==> config.mk <==
export PLATFORM = sky130hd
export DESIGN_NAME = mem_arbiter_flat
export DESIGN_NICKNAME = d
export VERILOG_FILES = /design/src/rtl/cpu_types_pkg.sv /design/src/rtl/mem_arbiter_if.sv /design/src/rtl/mem_arbiter.sv /design/src/flat_wrapper.sv
export SDC_FILE = /design/constraint.sdc
export NUM_CORES = 1
export LEC_CHECK = 0
export BUFFER_PORTS_ARGS = -buffer_cell sky130_fd_sc_hd__clkbuf_2
export CAP_MARGIN = 0
export CELL_PAD_IN_SITES_DETAIL_PLACEMENT = 1
export CELL_PAD_IN_SITES_GLOBAL_PLACEMENT = 2
export CORE_AREA = 2 2 166 168
export CTS_BUF_LIST = sky130_fd_sc_hd__clkbuf_16
export DETAILED_ROUTE_END_ITERATION = 7
export DIE_AREA = 0 0 168 170
export GPL_TIMING_DRIVEN = 0
export PLACE_DENSITY = 0.71
export SETUP_SLACK_MARGIN = 0.2
export SLEW_MARGIN = 20
export SYNTH_ARGS = -nofsm -noshare
export SYNTH_HDL_FRONTEND = slang
export SYNTH_SLANG_ARGS = --single-unit
==> constraint.sdc <==
create_clock -name CLK -period 2.9 [get_ports CLK]
set_clock_uncertainty 0.1 [all_clocks]
set_input_delay 0.58 -clock CLK [delete_from_list [all_inputs] [get_ports CLK]]
set_output_delay 0.58 -clock CLK [all_outputs]
set_load 0.05 [all_outputs]
==> src/rtl/cpu_types_pkg.sv <==
// Shared CPU/memory types: bus word, RAM handshake state, and the arbiter's
// state and grant encodings.
package cpu_types_pkg;

  localparam int CPUS = 2;

  typedef logic [31:0] word_t;

  typedef enum logic [1:0] {
    FREE,
    BUSY,
    ACCESS,
    ERROR
  } ramstate_t;

  typedef enum logic {
    IDLE,
    SERVE
  } arb_state_t;

  typedef struct packed {
    logic core;
    logic isData;
    logic isWrite;
  } grant_t;

endpackage

==> src/rtl/mem_arbiter_if.sv <==
// Cache-control bundle widened to one I/D port pair per core plus the shared
// RAM port; master is the arbiter side, slave the caches/RAM side.
interface mem_arbiter_if;
  import cpu_types_pkg::*;

  logic      iREN   [CPUS];
  word_t     iaddr  [CPUS];
  logic      dREN   [CPUS];
  logic      dWEN   [CPUS];
  word_t     daddr  [CPUS];
  word_t     dstore [CPUS];
  logic      iwait  [CPUS];
  logic      dwait  [CPUS];
  word_t     iload  [CPUS];
  word_t     dload  [CPUS];

  logic      ramREN;
  logic      ramWEN;
  word_t     ramaddr;
  word_t     ramstore;
  word_t     ramload;
  ramstate_t ramstate;

  modport master (
    input  iREN, iaddr, dREN, dWEN, daddr, dstore, ramload, ramstate,
    output iwait, dwait, iload, dload, ramREN, ramWEN, ramaddr, ramstore
  );

  modport slave (
    output iREN, iaddr, dREN, dWEN, daddr, dstore, ramload, ramstate,
    input  iwait, dwait, iload, dload, ramREN, ramWEN, ramaddr, ramstore
  );

endinterface

==> src/rtl/mem_arbiter.sv <==
// Serialises per-core instruction/data requests onto one RAM port: data beats
// instruction within a core, cores alternate round-robin on a tie.
module mem_arbiter
  import cpu_types_pkg::*;
(
  input  logic          CLK,
  input  logic          nRST,
  mem_arbiter_if.master ccif
);

  arb_state_t      state_q, state_d;
  grant_t          grant_q, grant_d;
  logic            last_q, last_d;
  logic [CPUS-1:0] data_req;
  logic [CPUS-1:0] core_req;
  logic            granted_live;

  generate
    for (genvar gi = 0; gi < CPUS; gi++) begin : g_req
      assign data_req[gi] = ccif.dREN[gi] | ccif.dWEN[gi];
      assign core_req[gi] = data_req[gi] | ccif.iREN[gi];
    end
  endgenerate

  // last starts at 1 so core0 wins the first tie after reset.
  always_ff @(posedge CLK or negedge nRST) begin
    if (!nRST) begin
      state_q <= IDLE;
      grant_q <= '0;
      last_q  <= 1'b1;
    end else begin
      state_q <= state_d;
      grant_q <= grant_d;
      last_q  <= last_d;
    end
  end

  always_comb begin
    state_d        = state_q;
    grant_d        = grant_q;
    last_d         = last_q;
    ccif.ramREN    = 1'b0;
    ccif.ramWEN    = 1'b0;
    ccif.ramaddr   = '0;
    ccif.ramstore  = '0;
    for (int c = 0; c < CPUS; c++) begin
      ccif.iwait[c] = 1'b1;
      ccif.dwait[c] = 1'b1;
      ccif.iload[c] = '0;
      ccif.dload[c] = '0;
    end
    granted_live = grant_q.isData ? data_req[grant_q.core]
                                  : ccif.iREN[grant_q.core];

    case (state_q)
      IDLE: begin
        if (|core_req) begin
          grant_d.core    = (&core_req) ? ~last_q : core_req[1];
          grant_d.isData  = data_req[grant_d.core];
          grant_d.isWrite = ccif.dWEN[grant_d.core];
          state_d         = SERVE;
        end
      end
      SERVE: begin
        // A withdrawn request is dropped silently; the RAM port goes quiet.
        if (!granted_live) begin
          state_d = IDLE;
        end else begin
          ccif.ramREN   = ~grant_q.isWrite;
          ccif.ramWEN   = grant_q.isWrite;
          ccif.ramaddr  = grant_q.isData ? ccif.daddr[grant_q.core]
                                         : ccif.iaddr[grant_q.core];
          ccif.ramstore = ccif.dstore[grant_q.core];
          if (ccif.ramstate == ACCESS) begin
            if (grant_q.isData) begin
              ccif.dwait[grant_q.core] = 1'b0;
              ccif.dload[grant_q.core] = ccif.ramload;
            end else begin
              ccif.iwait[grant_q.core] = 1'b0;
              ccif.iload[grant_q.core] = ccif.ramload;
            end
            last_d  = grant_q.core;
            state_d = IDLE;
          end
        end
      end
      default: state_d = IDLE;
    endcase
  end

endmodule

==> src/flat_wrapper.sv <==
// flat-port wrapper written by rule: the top's interface ports become plain ports
module mem_arbiter_flat import cpu_types_pkg::*;
  (CLK, nRST, ccif_iREN, ccif_iaddr, ccif_dREN, ccif_dWEN, ccif_daddr, ccif_dstore, ccif_ramload, ccif_ramstate, ccif_iwait, ccif_dwait, ccif_iload, ccif_dload, ccif_ramREN, ccif_ramWEN, ccif_ramaddr, ccif_ramstore);
  mem_arbiter_if ccif_i ();
  input  logic CLK;
  input  logic nRST;
  input wire logic [$bits(ccif_i.iREN)-1:0] ccif_iREN;
  input wire logic [$bits(ccif_i.iaddr)-1:0] ccif_iaddr;
  input wire logic [$bits(ccif_i.dREN)-1:0] ccif_dREN;
  input wire logic [$bits(ccif_i.dWEN)-1:0] ccif_dWEN;
  input wire logic [$bits(ccif_i.daddr)-1:0] ccif_daddr;
  input wire logic [$bits(ccif_i.dstore)-1:0] ccif_dstore;
  input wire logic [$bits(ccif_i.ramload)-1:0] ccif_ramload;
  input wire logic [$bits(ccif_i.ramstate)-1:0] ccif_ramstate;
  output wire logic [$bits(ccif_i.iwait)-1:0] ccif_iwait;
  output wire logic [$bits(ccif_i.dwait)-1:0] ccif_dwait;
  output wire logic [$bits(ccif_i.iload)-1:0] ccif_iload;
  output wire logic [$bits(ccif_i.dload)-1:0] ccif_dload;
  output wire logic [$bits(ccif_i.ramREN)-1:0] ccif_ramREN;
  output wire logic [$bits(ccif_i.ramWEN)-1:0] ccif_ramWEN;
  output wire logic [$bits(ccif_i.ramaddr)-1:0] ccif_ramaddr;
  output wire logic [$bits(ccif_i.ramstore)-1:0] ccif_ramstore;
  assign ccif_i.iREN = {>>{ccif_iREN}};
  assign ccif_i.iaddr = {>>{ccif_iaddr}};
  assign ccif_i.dREN = {>>{ccif_dREN}};
  assign ccif_i.dWEN = {>>{ccif_dWEN}};
  assign ccif_i.daddr = {>>{ccif_daddr}};
  assign ccif_i.dstore = {>>{ccif_dstore}};
  assign ccif_i.ramload = ccif_ramload;
  assign ccif_i.ramstate = ccif_ramstate;
  assign ccif_iwait = {>>{ccif_i.iwait}};
  assign ccif_dwait = {>>{ccif_i.dwait}};
  assign ccif_iload = {>>{ccif_i.iload}};
  assign ccif_dload = {>>{ccif_i.dload}};
  assign ccif_ramREN = ccif_i.ramREN;
  assign ccif_ramWEN = ccif_i.ramWEN;
  assign ccif_ramaddr = ccif_i.ramaddr;
  assign ccif_ramstore = ccif_i.ramstore;
  mem_arbiter u_core (.CLK(CLK), .nRST(nRST), .ccif(ccif_i));
endmodule
==> qor.csv <==
stage,metric,value,unit
status,status,"finished, final reports clean",
yosys,avgSynthCellArea,8.13,um2
grt,grt_busiest_layer,met2,
setup_path,critPathLaunchType,flop,
grt,track_usage,0.130,
route,vias,4422,
clock_network,clkSinkCount,5,
setup_path,crit_type,reg2out,
floorplan,num_io_pins,432,
yosys,yosysWarnings,0,
worst_hold_path,hold_path_class,in2async,
setup_path,critical_path_arrival,2.01,ns
yosys,yosysSeqAreaShare,0.0464,
clock_network,worst_skew_pair.late_latency,0.23,ns
timing,max_slew_margin,0.740,
yosys,ys_ff_latch,5,
grt,grt_max_degree,11,
floorplan,die_w,168,um
clock_network,cts_max_level,1,
timing,fmax,372,MHz
floorplan,fp-row-count,60,
grt,grt_pass1_wl,28600,um
clock_network,cts_tree,yes,
grt,grt_pass1_vias,4903,
route,initialDrtViolationCount,125,
timing,finalHoldViolations,0,
yosys,yosys.cell_types.count,32,
cells_and_area,drive_above_1_share,0.710,
floorplan,die-area,0.0286,mm2
setup_path,slowest_stage,a311o_2,
yosys,async_flop_share,1.00,
grt,grtUsageMet1,0.143,
setup_path,required,2.22,ns
floorplan,start_util,0.102,
floorplan,die_y,170,um
run,drv_cap,0,
clock_network,clock_path_buffers,2,
clock_network,cts.clk_slew.worst_paths,0.03,ns
grt,grtUsageMet3,0.0323,
timing,slew_viol_final,0,
setup_path,path_max_fanout,10,
yosys,synth_nets,569,
route,antenna_left,0,
pwr,ir_drop,0.224,mV
setup_path,crit_top_cell,buf_6,
route,wire_per_inst,18.1,um
clock_network,cts_root_buffer,clkbuf_16,
yosys,synthFlopType,dfrtp_1,
setup_path,cp_top_family,buffers and inverters,
timing,timing.final.setup_violations,0,
grt,grt_use_met2,0.257,
timing,fin_crit,2.69,ns
setup_path,critPathMaxStageDelay,0.44,ns
yosys,synth_edf_count,0,
route,wirelength,20300,um
grt,antenna_found_initial,0,
timing,period_share,0.928,
placed_design,gp_congestion,0.813,
cells_and_area,n_antenna_cell,0,
pwr,leakagePower,3.37,nW
setup_path,critPathCaptureType,output pin,
floorplan,coreArea,0.0267,mm2
clock_network,numCtsBuffers,3,
pwr,power.total,5.80,mW
route,drc,0,
yosys,syn_area,0.00273,mm2
cells_and_area,syn_to_final_growth,142,%
route,dr.pass1.iters,4,
yosys,synthCells,335,
clock_network,cts_hold_buf,0,
cells_and_area,final_nets,1011,
placed_design,port_buffers,431,
setup_path,critPathBufInv,4,
timing,rsz0062_at_grt,true,
grt,grt_overflow,0,
timing,fin_setup_tns,0,ns
timing,worst_slew_pin_slew,0.389,ns
pwr,p_per_area,881,mW/mm2
route,vias_per_cell,3.96,
setup_path,crit_path_cell_trace,"buf_6, nand2_4, o31ai_1, a311o_2, buf_12, buf_6, nor2_1, clkbuf_8",
placed_design,dpl.hpwl,17400,um
==> worst reg2reg max path: cells and delay by family (launching register included) <==
family | cells | cell delay (ns)
flip-flops | 1 | 0.36
AND/OR/NAND/NOR | 1 | 0.10
AO/OA/AOI/OAI | 3 | 0.66
buffers and inverters | 2 | 0.37
==> Yosys cell counts, types with 2 or more instances <==
| cell | number | area (um2) |
|---|---|---|
| and2_1 | 128 | 801 |
| nor2_1 | 40 | 150 |
| nor2b_1 | 33 | 206 |
| mux2i_1 | 32 | 320 |
| mux4_2 | 32 | 721 |
| buf_2 | 12 | 60.1 |
| clkbuf_1 | 12 | 45.0 |
| inv_1 | 7 | 26.3 |
| nand2_1 | 5 | 18.8 |
| buf_6 | 4 | 45.0 |
| dfrtp_1 | 4 | 100 |
| clkbuf_2 | 2 | 10.0 |
| nor3_1 | 2 | 10.0 |
| o21bai_1 | 2 | 15.0 |
| o22ai_1 | 2 | 12.5 |
| o31ai_1 | 2 | 15.0 |
==> where the power goes <==
group	leakage [nW]	switching [mW]	internal (mW)
registers	0.0549	0.0544	0.109
clock network	0.0423	0.0434	0.178
logic	3.27	3.35	2.07
==> through the flow <==
step                std cells  cell area (um2)  setup slack (ns)  hold WS [ns]   util
finish                   1117             6590             0.209        0.0690  0.247
CTS                      1117             6210             0.113        0.0706  0.233
global placement         1107             5310            -0.443         0.300  0.199
detailed placement       1107             5310            -0.467         0.306  0.199
global route             1117             6590             0.106        0.0686  0.247
floorplan                 335             2730             0.171         0.184      -
==> placed cells by master (no fill, tap or decap), types with 14 or more instances in the layout <==
| master | count |
|---|---|
| clkbuf_2 | 246 |
| and2_1 | 117 |
| clkbuf_4 | 89 |
| buf_4 | 45 |
| buf_8 | 36 |
| mux2i_1 | 32 |
| mux4_2 | 32 |
| nor2b_1 | 30 |
| clkbuf_8 | 24 |
| nor2_2 | 20 |
| nor2_1 | 18 |
| buf_6 | 14 |
==> layout make-up <==
cell class / instances / area, um2
sequential: 5 / 128
inverter: 7 / 26.3
fill: 3207 / 20100
timing repair buffer: 437 / 3060
clock buffer: 3 / 75.1
tap: 341 / 427
clock inverter: 1 / 3.75
multi-input combinational: 292 / 2560
buffer: 31 / 308
==> state kept, by name (all words and copies together) (netlist names) <==
register        flops
u_core.last_q       1
u_core.state_q      1
u_core.grant_q      3
==> worst paths after layout <==
path / from / to / slack (ns) / cells past startpoint
setup / recovery: u_core.grant_q[2]$_DFFE_PN0P_ / ccif_ramstore[15] / 0.21 / 8
setup reg to reg: u_core.grant_q[2]$_DFFE_PN0P_ / u_core.state_q$_DFF_PN0_ / 1.22 / 6
hold / removal: nRST / u_core.grant_q[2]$_DFFE_PN0P_ / 0.07 / 1
min in group CLK: u_core.grant_q[0]$_DFFE_PN0P_ / u_core.grant_q[0]$_DFFE_PN0P_ / 0.48 / 2
max in group asynchronous: nRST / u_core.last_q$_DFFE_PN1P_ / 2.41 / 1
hold reg to reg: u_core.grant_q[0]$_DFFE_PN0P_ / u_core.grant_q[0]$_DFFE_PN0P_ / 0.48 / 2
==> logic make-up (layout without fill, tap and decap cells) <==
family / count (synthesis) / after routing / synth area share
AND/OR/NAND/NOR: 214 / 214 / 0.457
multiplexers: 65 / 65 / 0.386
buffers and inverters: 38 / 479 / 0.0712
AO/OA/AOI/OAI: 13 / 13 / 0.0390
flip-flops: 5 / 5 / 0.0464
==> metal layers <==
layer,vias to the layer above,wire length (um)
met4,0,201
met3,12,1810
met2,269,10700
met1,2123,7550
li1,2018,-
met5,-,0
==> timing repair <==
action | CTS | global route
gates resized for setup | 220 | 280
endpoints found under the setup margin | 198 | 187
buffers inserted | 6 | 0
pin swaps | 4 | 3
Power figures use the tool's default switching activity.
